<file path="src/rtl/counter_stim_gen.sv">
// Stimulus generator and self-checker for an 8-bit inc/dec counter.
// Drives inc/dec per mode, models the expected count, and counts mismatches.
module counter_stim_gen #(
    parameter int unsigned WIDTH = 8,
    parameter int unsigned LEN_W = 16,
    parameter logic [15:0] SEED  = 16'hACE1
) (
    input  logic             clk,
    input  logic             rst,
    input  logic             start,
    input  logic [1:0]       mode,
    input  logic [LEN_W-1:0] len,
    input  logic [WIDTH-1:0] cnt,
    output logic             inc,
    output logic             dec,
    output logic             busy,
    output logic             done,
    output logic             mismatch,
    output logic [LEN_W-1:0] err_cnt
);

    localparam logic [2:0] S_IDLE  = 3'd0;
    localparam logic [2:0] S_SYNC  = 3'd1;
    localparam logic [2:0] S_RUN   = 3'd2;
    localparam logic [2:0] S_DRAIN = 3'd3;
    localparam logic [2:0] S_DONE  = 3'd4;

    localparam logic [1:0] M_INC  = 2'b00;
    localparam logic [1:0] M_DEC  = 2'b01;
    localparam logic [1:0] M_HOLD = 2'b10;
    localparam logic [1:0] M_RAND = 2'b11;

    localparam logic [LEN_W-1:0] LEN_ONE = {{(LEN_W-1){1'b0}}, 1'b1};
    localparam logic [LEN_W-1:0] ERR_MAX = {LEN_W{1'b1}};
    localparam logic [WIDTH-1:0] CNT_ONE = {{(WIDTH-1){1'b0}}, 1'b1};

    logic [2:0]       state;
    logic [2:0]       state_d;
    logic [1:0]       mode_q;
    logic [LEN_W-1:0] len_q;
    logic [LEN_W-1:0] run_q;
    logic [15:0]      lfsr;
    logic [15:0]      lfsr_nx;
    logic [WIDTH-1:0] exp_q;
    logic             drv_inc;
    logic             drv_dec;
    logic             last_run;
    logic             cmp_en;
    logic             fail;
    logic             accept;

    // Taps 16,14,13,11, shifting towards bit 0.
    assign lfsr_nx  = {lfsr[0] ^ lfsr[2] ^ lfsr[3] ^ lfsr[5], lfsr[15:1]};
    assign last_run = (run_q == (len_q - LEN_ONE));
    assign accept   = (state == S_IDLE) && start;
    assign cmp_en   = (state == S_RUN) || (state == S_DRAIN);
    assign fail     = cmp_en && (cnt != exp_q);

    assign busy = (state == S_SYNC) || (state == S_RUN) ||
                  (state == S_DRAIN);
    assign done = (state == S_DONE);

    always_comb begin
        state_d = state;
        case (state)
            S_IDLE:  if (start) state_d = S_SYNC;
            S_SYNC:  state_d = (len_q != '0) ? S_RUN : S_DRAIN;
            S_RUN:   if (last_run) state_d = S_DRAIN;
            S_DRAIN: state_d = S_DONE;
            S_DONE:  state_d = S_IDLE;
            default: state_d = S_IDLE;
        endcase
    end

    always_comb begin
        drv_inc = 1'b0;
        drv_dec = 1'b0;
        case (mode_q)
            M_INC:  drv_inc = 1'b1;
            M_DEC:  drv_dec = 1'b1;
            M_HOLD: ;
            M_RAND: begin
                drv_inc = lfsr[0] & ~lfsr[1];
                drv_dec = lfsr[1] & ~lfsr[0];
            end
            default: ;
        endcase
    end

    always_ff @(posedge clk) begin
        if (rst) begin
            state    <= S_IDLE;
            mode_q   <= M_INC;
            len_q    <= '0;
            run_q    <= '0;
            lfsr     <= SEED;
            exp_q    <= '0;
            inc      <= 1'b0;
            dec      <= 1'b0;
            mismatch <= 1'b0;
            err_cnt  <= '0;
        end else begin
            state    <= state_d;
            mismatch <= fail;

            if (accept) begin
                mode_q <= mode;
                len_q  <= len;
                run_q  <= '0;
                lfsr   <= SEED;
            end

            if (state == S_SYNC) begin
                exp_q <= cnt;
            end

            // The model follows the drive that was on the wires this cycle.
            if (state == S_RUN) begin
                run_q <= run_q + LEN_ONE;
                if (inc) begin
                    exp_q <= exp_q + CNT_ONE;
                end else if (dec) begin
                    exp_q <= exp_q - CNT_ONE;
                end
            end

            if (accept) begin
                err_cnt <= '0;
            end else if (fail && (err_cnt != ERR_MAX)) begin
                err_cnt <= err_cnt + LEN_ONE;
            end

            // Drive is registered one edge ahead of the RUN cycle it covers.
            if (state_d == S_RUN) begin
                inc  <= drv_inc;
                dec  <= drv_dec;
                lfsr <= lfsr_nx;
            end else begin
                inc <= 1'b0;
                dec <= 1'b0;
            end
        end
    end

endmodule

</file>
<file path="config.mk">
export PLATFORM = sky130hd
export DESIGN_NAME = counter_stim_gen
export DESIGN_NICKNAME = d
export VERILOG_FILES = /design/src/rtl/counter_stim_gen.sv
export SDC_FILE = /design/constraint.sdc
export NUM_CORES = 1
export LEC_CHECK = 0
export ABC_AREA = 0
export BUFFER_PORTS_ARGS = -buffer_cell sky130_fd_sc_hd__buf_2
export CORE_ASPECT_RATIO = 1.25
export CORE_UTILIZATION = 58
export DETAILED_ROUTE_END_ITERATION = 6
export PLACE_DENSITY_LB_ADDON = 0.12
export RECOVER_POWER = 100
export SETUP_SLACK_MARGIN = 0.05
export SLEW_MARGIN = 20
export SYNTH_ARGS = -nofsm -noshare
export SYNTH_HDL_FRONTEND = slang
export SYNTH_SLANG_ARGS = --single-unit
</file>
<file path="constraint.sdc">
create_clock -name clk -period 3.28 [get_ports clk]
set_clock_uncertainty 0.05 [all_clocks]
set_input_delay 0.328 -clock clk [delete_from_list [all_inputs] [get_ports clk]]
set_output_delay 0.328 -clock clk [all_outputs]
set_load 0.01 [all_outputs]
</file>
==> out/qor.csv, run 1 <==
metric;value;unit
total clock sinks;80;
DP Wirelength;6852;um
final setup fails;0;
status;finished, final reports clean;
Pins Over Slew Limit;0;
Worst Setup SP;len_q[0];
Routed Wire Length;9697;um
Reg2Reg Launch Point;len_q[0];
startpoint class of the critical path;register;
total setup buffers inserted after CTS;0;
max-cap check violation count;0;
number of synthesis warnings;0;
data arrival time of the worst path;2.98;ns
asr flop ratio synth;0;%
port bufs;49;
final core utilization;66.43;%
worst skew pair latency;0.36;ns
overall power;2242;uW
Post-synth EDFFs;0;
hold buffers post-CTS;0;
DR top layer;met4;
Root Driver;clkbuf_8;
vias in the first global route;3604;
DR DRC count;0;
crit path time final;2.778;ns
cells along the critical path;or4_4, nor4b_4, mux2_1, nand3_1, nor4_1, a21oi_1, a21oi_4, a22o_2;
most frequent cells in the layout;dfxtp_1 (80), nand2_1 (76), nor2_1 (52);
CTS tree;done;
Critical Path End;lfsr[1];
number of library cell types mapped by synthesis;54;
Detail Route Antenna Nets;0;
CP max stage delay;0.59;ns
Hold Path Class;in2reg;
commonest non-fill, non-tap cell in the layout;dfxtp_1;
met1 wire length;4414;um
Core ar.;0.006977;sq mm
CTS Buf Count;9;
layout cell share with drive strength beyond 1;10.04;%
register area share after synthesis;38.31;%
Mapped Nets;559;
R2R depth;8;
WL met3;568;um
hold violation count in the final report;0;
final cycle utilization of the critical path;84.70;%
detailed-route via count;3851;
post-CTS resize count;0;
CTS clk-pin slew, worst paths;0.09;ns
slowest CP cell;or4_4;
Peak VDD IR;0.0003656;V
Comb pwr share;16.2;%
Max clock buf depth;2;
commonest register cell after synthesis;dfxtp_1;
Final nets;600;
routability cong.;0.9855;
area of all placed cells without fillers;0.004634;sq mm
worst-margin pin slew;1.103;ns
Cell Area, Placed;0.004469;sq mm
leakage power;0.001779;uW
critical path class;reg2reg;
hold_sp;len[6];
Net Switching;646.0;uW
Seq pwr share;47.8;%
initial antenna violation count;0;
cell area after synthesis;0.004180;sq mm
TNS Setup;0;ns
relative slew slack;26.46;%
Net Sw Frac;28.82;%
Critical Path End Type;register;
Detailed Routing Iterations Pass 1;4;
Met2 Routed Length;4572;um
H-tree level count;3;
FF-to-FF setup slack;0.50;ns
Die X;77.94;um
routed length per placed instance;14.74;um
DIE AREA;0.007553;sq mm
Row Count;34;
global route overflow;0;
post-route insts no fill;658;
antenna cells;0;
IO Count;50;
worst r2r dst;lfsr[1];
RSZ-0062 raised after global routing;false;
cells after synthesis;522;
max frequency;360.0;MHz
Synth Area per Inst;8.008;sq um
largest net degree at the start of global routing;47;
first-pass GRT wire length;16460;um
worst-path maximum fanout;16;
initial DRC count;209;
vias per cell;5.853;
total track usage;27.30;%
FF+latch count, synth;80;
Vert. Die Dim;96.92;um
Placed Cells;642;
initial core utilization;59.92;%
Pwr Density;483.7;mW/mm^2
Int Power;1596;uW
Area growth, synth to finish;10.86;%
CP Data Required Time;3.48;ns
clock power share;36.0;%
==> metrics by stage <==
stage                     hold slack [ns]  setup slack, ns
after floorplan                    0.3782           0.7881
after global placement             0.3914           0.7228
after detailed placement           0.3972           0.6225
after CTS                          0.1459           0.6260
after global routing               0.1617           0.2910
final                              0.1529           0.5019
==> Yosys cell counts, types with 7 or more instances <==
master     n  area [sq um]
xnor2_1   20         175.2
and3_1     7         43.79
o21ai_0   18         90.09
nand2_1   76         285.3
dfxtp_1   80          1602
clkbuf_1  21         78.83
a21oi_1   47         235.2
xor2_1    25         219.0
nor2_1    52         195.2
nor3_1     9         45.04
inv_1     20         75.07
a22oi_1    9         67.56
nand4_1   10         62.56
nand3_1   22         110.1
a22o_1     7         61.31
nor4_1     7         43.79
ha_1       8         100.1
==> flip-flops by register name (all words and copies together), names as in the netlist <==
register  flops
lfsr         16
mismatch      1
state         3
len_q        16
mode_q        2
inc           1
exp_q         8
dec           1
run_q        16
err_cnt      16
==> layer usage <==
layer  vias up  track usage (%)
met3        12            3.302
met5         -                0
met2       122            44.45
li1       1928                -
met1      1789            36.23
met4         0            11.68
==> cells by family after synthesis <==
group / count (synthesis) / share of synthesized area (%)
AO/OA/AOI/OAI: 116 / 17.69
XOR/XNOR: 45 / 9.428
adder cells (fa/ha/maj): 8 / 2.395
buffers and inverters: 44 / 4.490
flip-flops: 80 / 38.31
multiplexers: 4 / 0.9877
AND/OR/NAND/NOR: 225 / 26.70
==> critical path: cells and delay by family (launching register included) <==
kind	cells	cell delay (ns)
simple gates	4	0.97
flops	1	0.37
mux	1	0.34
compound gates	3	0.92
==> worst min-delay path by stage <==
stage / cells after the start / to
3_3_place_gp: 2 / lfsr[13]
6_report: 3 / len_q[6]
3_5_place_dp: 2 / lfsr[13]
4_1_cts: 3 / len_q[6]
2_1_floorplan: 2 / lfsr[13]
5_1_grt: 3 / len_q[12]
==> area by class of cell <==
type	instances	area (sq um)
multi-input cells	398	2381
fillers	653	2342
flip-flops and latches	80	1602
repair buffers	54	245.2
clock buffers	9	123.9
well taps	90	112.6
clock inverters	7	95.09
inverters	20	75.07
==> power groups by stage <==
stage / sequential [uW] / combinational [uW] / clock [uW]
3_5_place_dp: 1090 / 370 / 0
4_1_cts: 1070 / 372 / 817
2_1_floorplan: 1070 / 297 / 0
5_1_grt: 1080 / 406 / 852
6_report: 1070 / 364 / 806
3_3_place_gp: 1090 / 360 / 0
Power figures use the tool's default switching activity.
==> run 2: changes to the inputs <==
- clock period: 3.28 -> 2.8 ns (I/O delays scaled with it)
==> run 2 against run 1 <==
  * Final cell count grew 0.15%
  * Maximum frequency grew 6.7%
  * Global-route usage grew 0.13 points
  * Worst setup slack lost 0.30 ns
  * Wire length is essentially flat
  * Sequential cell count is the same
  * First-iteration DRC count shrank 10%
  * Largest cell class unchanged
==> out/qor.csv, run 2 (synthesized netlist as in run 1, its figures left out) <==
metric;value;unit
Detail Route Antenna Nets;0;
Vert. Die Dim;96.92;um
max-cap check violation count;0;
worst-margin pin slew;1.056;ns
routability cong.;0.9732;
Critical Path End Type;register;
CP bufs+invs;1;
Net Switching;785.4;uW
initial core utilization;59.92;%
cells along the critical path;or4_4, nor4b_4, mux2_1, nand3_1, nor4_1, a21oi_2, a21oi_4, buf_12, a22o_2;
Root Driver;clkbuf_8;
Int Power;1891;uW
routed length per placed instance;14.70;um
layout cell share with drive strength beyond 1;10.90;%
DIE AREA;0.007553;sq mm
max frequency;384.3;MHz
Row Count;34;
CP delay by family, top;simple AND/OR/NAND/NOR gates;
FF-to-FF setup slack;0.20;ns
worst-path maximum fanout;14;
final setup fails;0;
hold violation count in the final report;0;
vias per cell;5.791;
CP max stage delay;0.55;ns
Pins Over Slew Limit;0;
post-route insts no fill;659;
H-tree level count;3;
detailed-route via count;3816;
Fillers;617;
first-pass GRT wire length;16610;um
Critical Path Stages;9;
Placed Cells;642;
hold buffers post-CTS;0;
port bufs;49;
DP Wirelength;6789;um
IO Count;50;
antenna cells;0;
Area growth, synth to finish;11.73;%
Pwr Density;573.0;mW/mm^2
worst skew pair latency;0.36;ns
final cycle utilization of the critical path;92.94;%
Comb pwr share;16.5;%
Final nets;601;
worst r2r dst;lfsr[2];
relative slew slack;28.86;%
Net Sw Frac;29.35;%
grt met3 use;4.434;%
CTS tree;done;
DR DRC count;0;
Hold Path Class;in2reg;
leakage power;0.001800;uW
Worst Setup SP;len_q[2];
Die X;77.94;um
Max clock buf depth;2;
total clock sinks;80;
TNS Setup;0;ns
global route overflow;0;
RSZ-0062 raised after global routing;false;
data arrival time of the worst path;2.81;ns
crit path time final;2.602;ns
Top Usage Layer GRT;met2;
Seq pwr share;46.9;%
Detailed Routing Iterations Pass 1;5;
met2 usage;42.61;%
slowest CP cell;or4_4;
CTS clk-pin slew, worst paths;0.09;ns
initial antenna violation count;0;
Peak VDD IR;0.0003420;V
CTS Buf Count;9;
grt met1 use;37.75;%
clock power share;36.6;%
vias in the first global route;3571;
commonest non-fill, non-tap cell in the layout;dfxtp_1;
Routed Wire Length;9689;um
status;finished, final reports clean;
Core ar.;0.006977;sq mm
most frequent cells in the layout;dfxtp_1 (79), nand2_1 (76), nor2_1 (52);
Critical Path End;lfsr[2];
startpoint class of the critical path;register;
R2R depth;9;
critical path class;reg2reg;
largest net degree at the start of global routing;27;
CP Data Required Time;3.01;ns
initial DRC count;188;
Reg2Reg Launch Point;len_q[2];
overall power;2676;uW
total track usage;27.43;%
## run 2: cell types whose count changed in the layout (fill, tap and decap cells not counted)
cell        before  now
a21oi_2          0    1
clkinv_2         2    1
or2_0            2    1
buf_12           0    1
or2_2            3    4
buf_4            2    3
dfxtp_2          0    1
inv_8            0    1
inv_6            1    2
a21oi_1         48   47
clkbuf_1        24   23
dfxtp_1         80   79
clkinvlp_4       1    0
## run 2: through the flow
stage               hold slack (ns)  utilization, %  setup slack [ns]  instance area, sq um
floorplan                    0.3660               -            0.3081                  4180
CTS                         0.08625           67.31            0.1430                  4696
global placement             0.3849           64.06            0.2383                  4469
global route                0.09419           66.95           0.04706                  4671
finish                      0.09484           66.95            0.1976                  4671
detailed placement           0.3974           64.06            0.2099                  4469
## run 2: cell type report
cell class / count / area, sq um / share of cell area (%)
Clock inverter: 7 / 102.6 / 2.197
Inverter: 20 / 75.07 / 1.607
Clock buffer: 9 / 123.9 / 2.652
Multi-Input combinational cell: 398 / 2385 / 51.06
Timing Repair Buffer: 55 / 269.0 / 5.759
Sequential cell: 80 / 1603 / 34.32
Tap cell: 90 / 112.6 / 2.411
## run 2: worst reg2reg max path, cell delays in order (launching register included)
cell and delay, ns:
dfxtp_1 0.39, or4_4 0.55, nor4b_4 0.27, mux2_1 0.34
nand3_1 0.07, nor4_1 0.06, a21oi_2 0.27, a21oi_4 0.11
buf_12 0.16, a22o_2 0.25
## run 2: worst min path at each step
stage | startpoint | to | cells after the start
after floorplan | len[2] | len_q[2] | 2
after global placement | lfsr[13] | lfsr[13] | 2
after detailed placement | lfsr[13] | lfsr[13] | 2
after CTS | mode[1] | mode_q[1] | 3
after global routing | mode[1] | mode_q[1] | 3
final | len[4] | len_q[4] | 3
## run 2: timing repair
item | CTS | global route
setup buffers | 0 | 1
resized for setup | 0 | 1
setup endpoints to repair | 0 | 16
## run 2: per-layer routing
| metal | wire [um] | vias up |
|---|---|---|
| li1 | - | 1916 |
| met1 | 4583 | 1802 |
| met2 | 4519 | 84 |
| met3 | 425 | 14 |
| met4 | 161 | 0 |
| met5 | 0 | - |
## run 2: power groups by stage
stage | registers (uW) | logic, uW | clock network (uW)
final | 1260 | 441 | 979
after global routing | 1270 | 491 | 1040
after detailed placement | 1280 | 435 | 0
after CTS | 1250 | 437 | 994
after floorplan | 1260 | 348 | 0
after global placement | 1280 | 425 | 0
==> run 3: changes to the inputs <==
- CORE_UTILIZATION: 58 -> 45
==> run 3 against run 2 <==
  * Sequential cell count is the same
  * Wire length grew 4.3%
  * Global-route usage shrank 5.1 points
  * Combinational power grew 1%
  * Die area grew 28%
  * Critical endpoint is now lfsr[14]
  * Cell area grew 0.21%
==> out/qor.csv, run 3 (synthesized netlist as in run 1, its figures left out) <==
metric;value;unit
status;finished, final reports clean;
Max clock buf depth;2;
area of all placed cells without fillers;0.004681;sq mm
initial antenna violation count;0;
Int Power;1730;uW
CTS clk-pin slew, worst paths;0.09;ns
global route overflow;0;
Row Count;38;
DIE AREA;0.009681;sq mm
Pins Over Slew Limit;0;
CP Data Required Time;3.00;ns
relative slew slack;22.02;%
Cell Area, Placed;0.004507;sq mm
initial core utilization;47.27;%
startpoint class of the critical path;register;
Root Driver;clkbuf_8;
final setup fails;0;
cells along the critical path;or4_4, nor4b_4, mux2_1, nand3_1, nor4_1, a21oi_2, a21oi_4, clkbuf_2, a22o_1;
RSZ-0062 raised after global routing;false;
initial DRC count;246;
Min-Delay Endpoint;len_q[5];
vias per cell;5.572;
Routed Wire Length;10100;um
data arrival time of the worst path;2.83;ns
Fillers;879;
Vert. Die Dim;109.8;um
critical path class;reg2reg;
Detail Route Antenna Nets;0;
layout cell share with drive strength beyond 1;11.40;%
Final nets;602;
IO Count;50;
Critical Path End Type;register;
slowest CP cell;or4_4;
max frequency;380.0;MHz
worst-path maximum fanout;6;
clock power share;31.7;%
Net Sw Frac;30.61;%
largest net degree at the start of global routing;27;
Core ar.;0.008843;sq mm
routed length per placed instance;14.64;um
Hold Path Cell Cnt;3;
leakage power;0.001771;uW
max-cap check violation count;0;
R2R depth;9;
vias in the first global route;3533;
detailed-route via count;3845;
total track usage;22.30;%
Area growth, synth to finish;11.97;%
worst r2r dst;lfsr[14];
Detailed Routing Iterations Pass 1;5;
Seq pwr share;50.4;%
hold buffers post-CTS;0;
final cycle utilization of the critical path;93.97;%
CP max stage delay;0.58;ns
antenna cells;0;
H-tree level count;3;
CTS Buf Count;9;
commonest non-fill, non-tap cell in the layout;dfxtp_1;
CTS tree;done;
CP delay by family, top;simple AND/OR/NAND/NOR gates;
TNS Setup;0;ns
grt met3 use;3.604;%
worst-margin pin slew;1.170;ns
DP Wirelength;7163;um
Reg2Reg Launch Point;len_q[0];
grt met1 use;29.65;%
Top Usage Layer GRT;met2;
met2 usage;35.71;%
hold_sp;len[5];
worst skew pair latency;0.35;ns
DR DRC count;0;
Peak VDD IR;0.0002754;V
first-pass GRT wire length;16820;um
Comb pwr share;17.9;%
FF-to-FF setup slack;0.17;ns
Hold Path Class;in2reg;
Die X;88.21;um
Pwr Density;532.6;mW/mm^2
most frequent cells in the layout;dfxtp_1 (79), nand2_1 (76), nor2_1 (52);
routability cong.;0.9270;
crit path time final;2.631;ns
CP bufs+invs;1;
port bufs;49;
Net Switching;763.0;uW
hold violation count in the final report;0;
total clock sinks;80;
-- run 3: layout make-up --
cell class                      count  area [sq um]  area share, %
Clock buffer                       11         141.4          3.021
Clock inverter                      5         40.04         0.8554
Inverter                           20         75.07          1.604
Multi-Input combinational cell    398          2401          51.30
Sequential cell                    80          1603          34.24
Tap cell                          120         150.1          3.208
Timing Repair Buffer               56         270.3          5.774
-- run 3: tightest hold or removal path, stage by stage --
cell	delay [ns]
buf_2	0.10
nand2_1	0.05
a21oi_1	0.05
-- run 3: how the worst max path moves through the flow --
stage                     startpoint  endpoint  cells after the start
after floorplan             len_q[2]  lfsr[12]                     10
after global placement      len_q[0]  lfsr[10]                      8
after detailed placement    len_q[0]   lfsr[0]                      8
after CTS                   len_q[0]   lfsr[0]                      8
after global routing        len_q[2]  lfsr[14]                      9
final                       len_q[0]  lfsr[14]                      9
-- run 3: timing repair --
item | 4_1_cts | 5_1_grt
resized for setup | 0 | 4
endpoints found under the setup margin | 0 | 19
hold endpoints to repair | 0 | 0
setup buffers | 0 | 2
-- run 3: through the flow --
stage / power (uW) / utilization, % / setup slack [ns] / cells / hold WS, ns
2_1_floorplan: 1604 / - / 0.3081 / 522 / 0.3660
6_report: 2493 / 52.93 / 0.1687 / 690 / 0.1089
3_3_place_gp: 1718 / 50.96 / 0.2255 / 672 / 0.3885
3_5_place_dp: 1723 / 50.96 / 0.1972 / 672 / 0.3961
4_1_cts: 2516 / 53.01 / 0.1860 / 688 / 0.09404
5_1_grt: 2635 / 52.93 / 0.04225 / 690 / 0.1135
-- run 3: routing by layer --
metal,vias up,routed length [um]
li1,1920,-
met1,1814,4810
met2,97,4665
met3,14,478
met4,0,149
met5,-,0
-- run 3: power groups by stage --
stage | Sequential, uW | Clock (uW) | Combinational (uW)
after global placement | 1280 | 0 | 437
final | 1260 | 789 | 447
after detailed placement | 1280 | 0 | 441
after floorplan | 1260 | 0 | 348
after CTS | 1260 | 818 | 443
after global routing | 1270 | 865 | 502
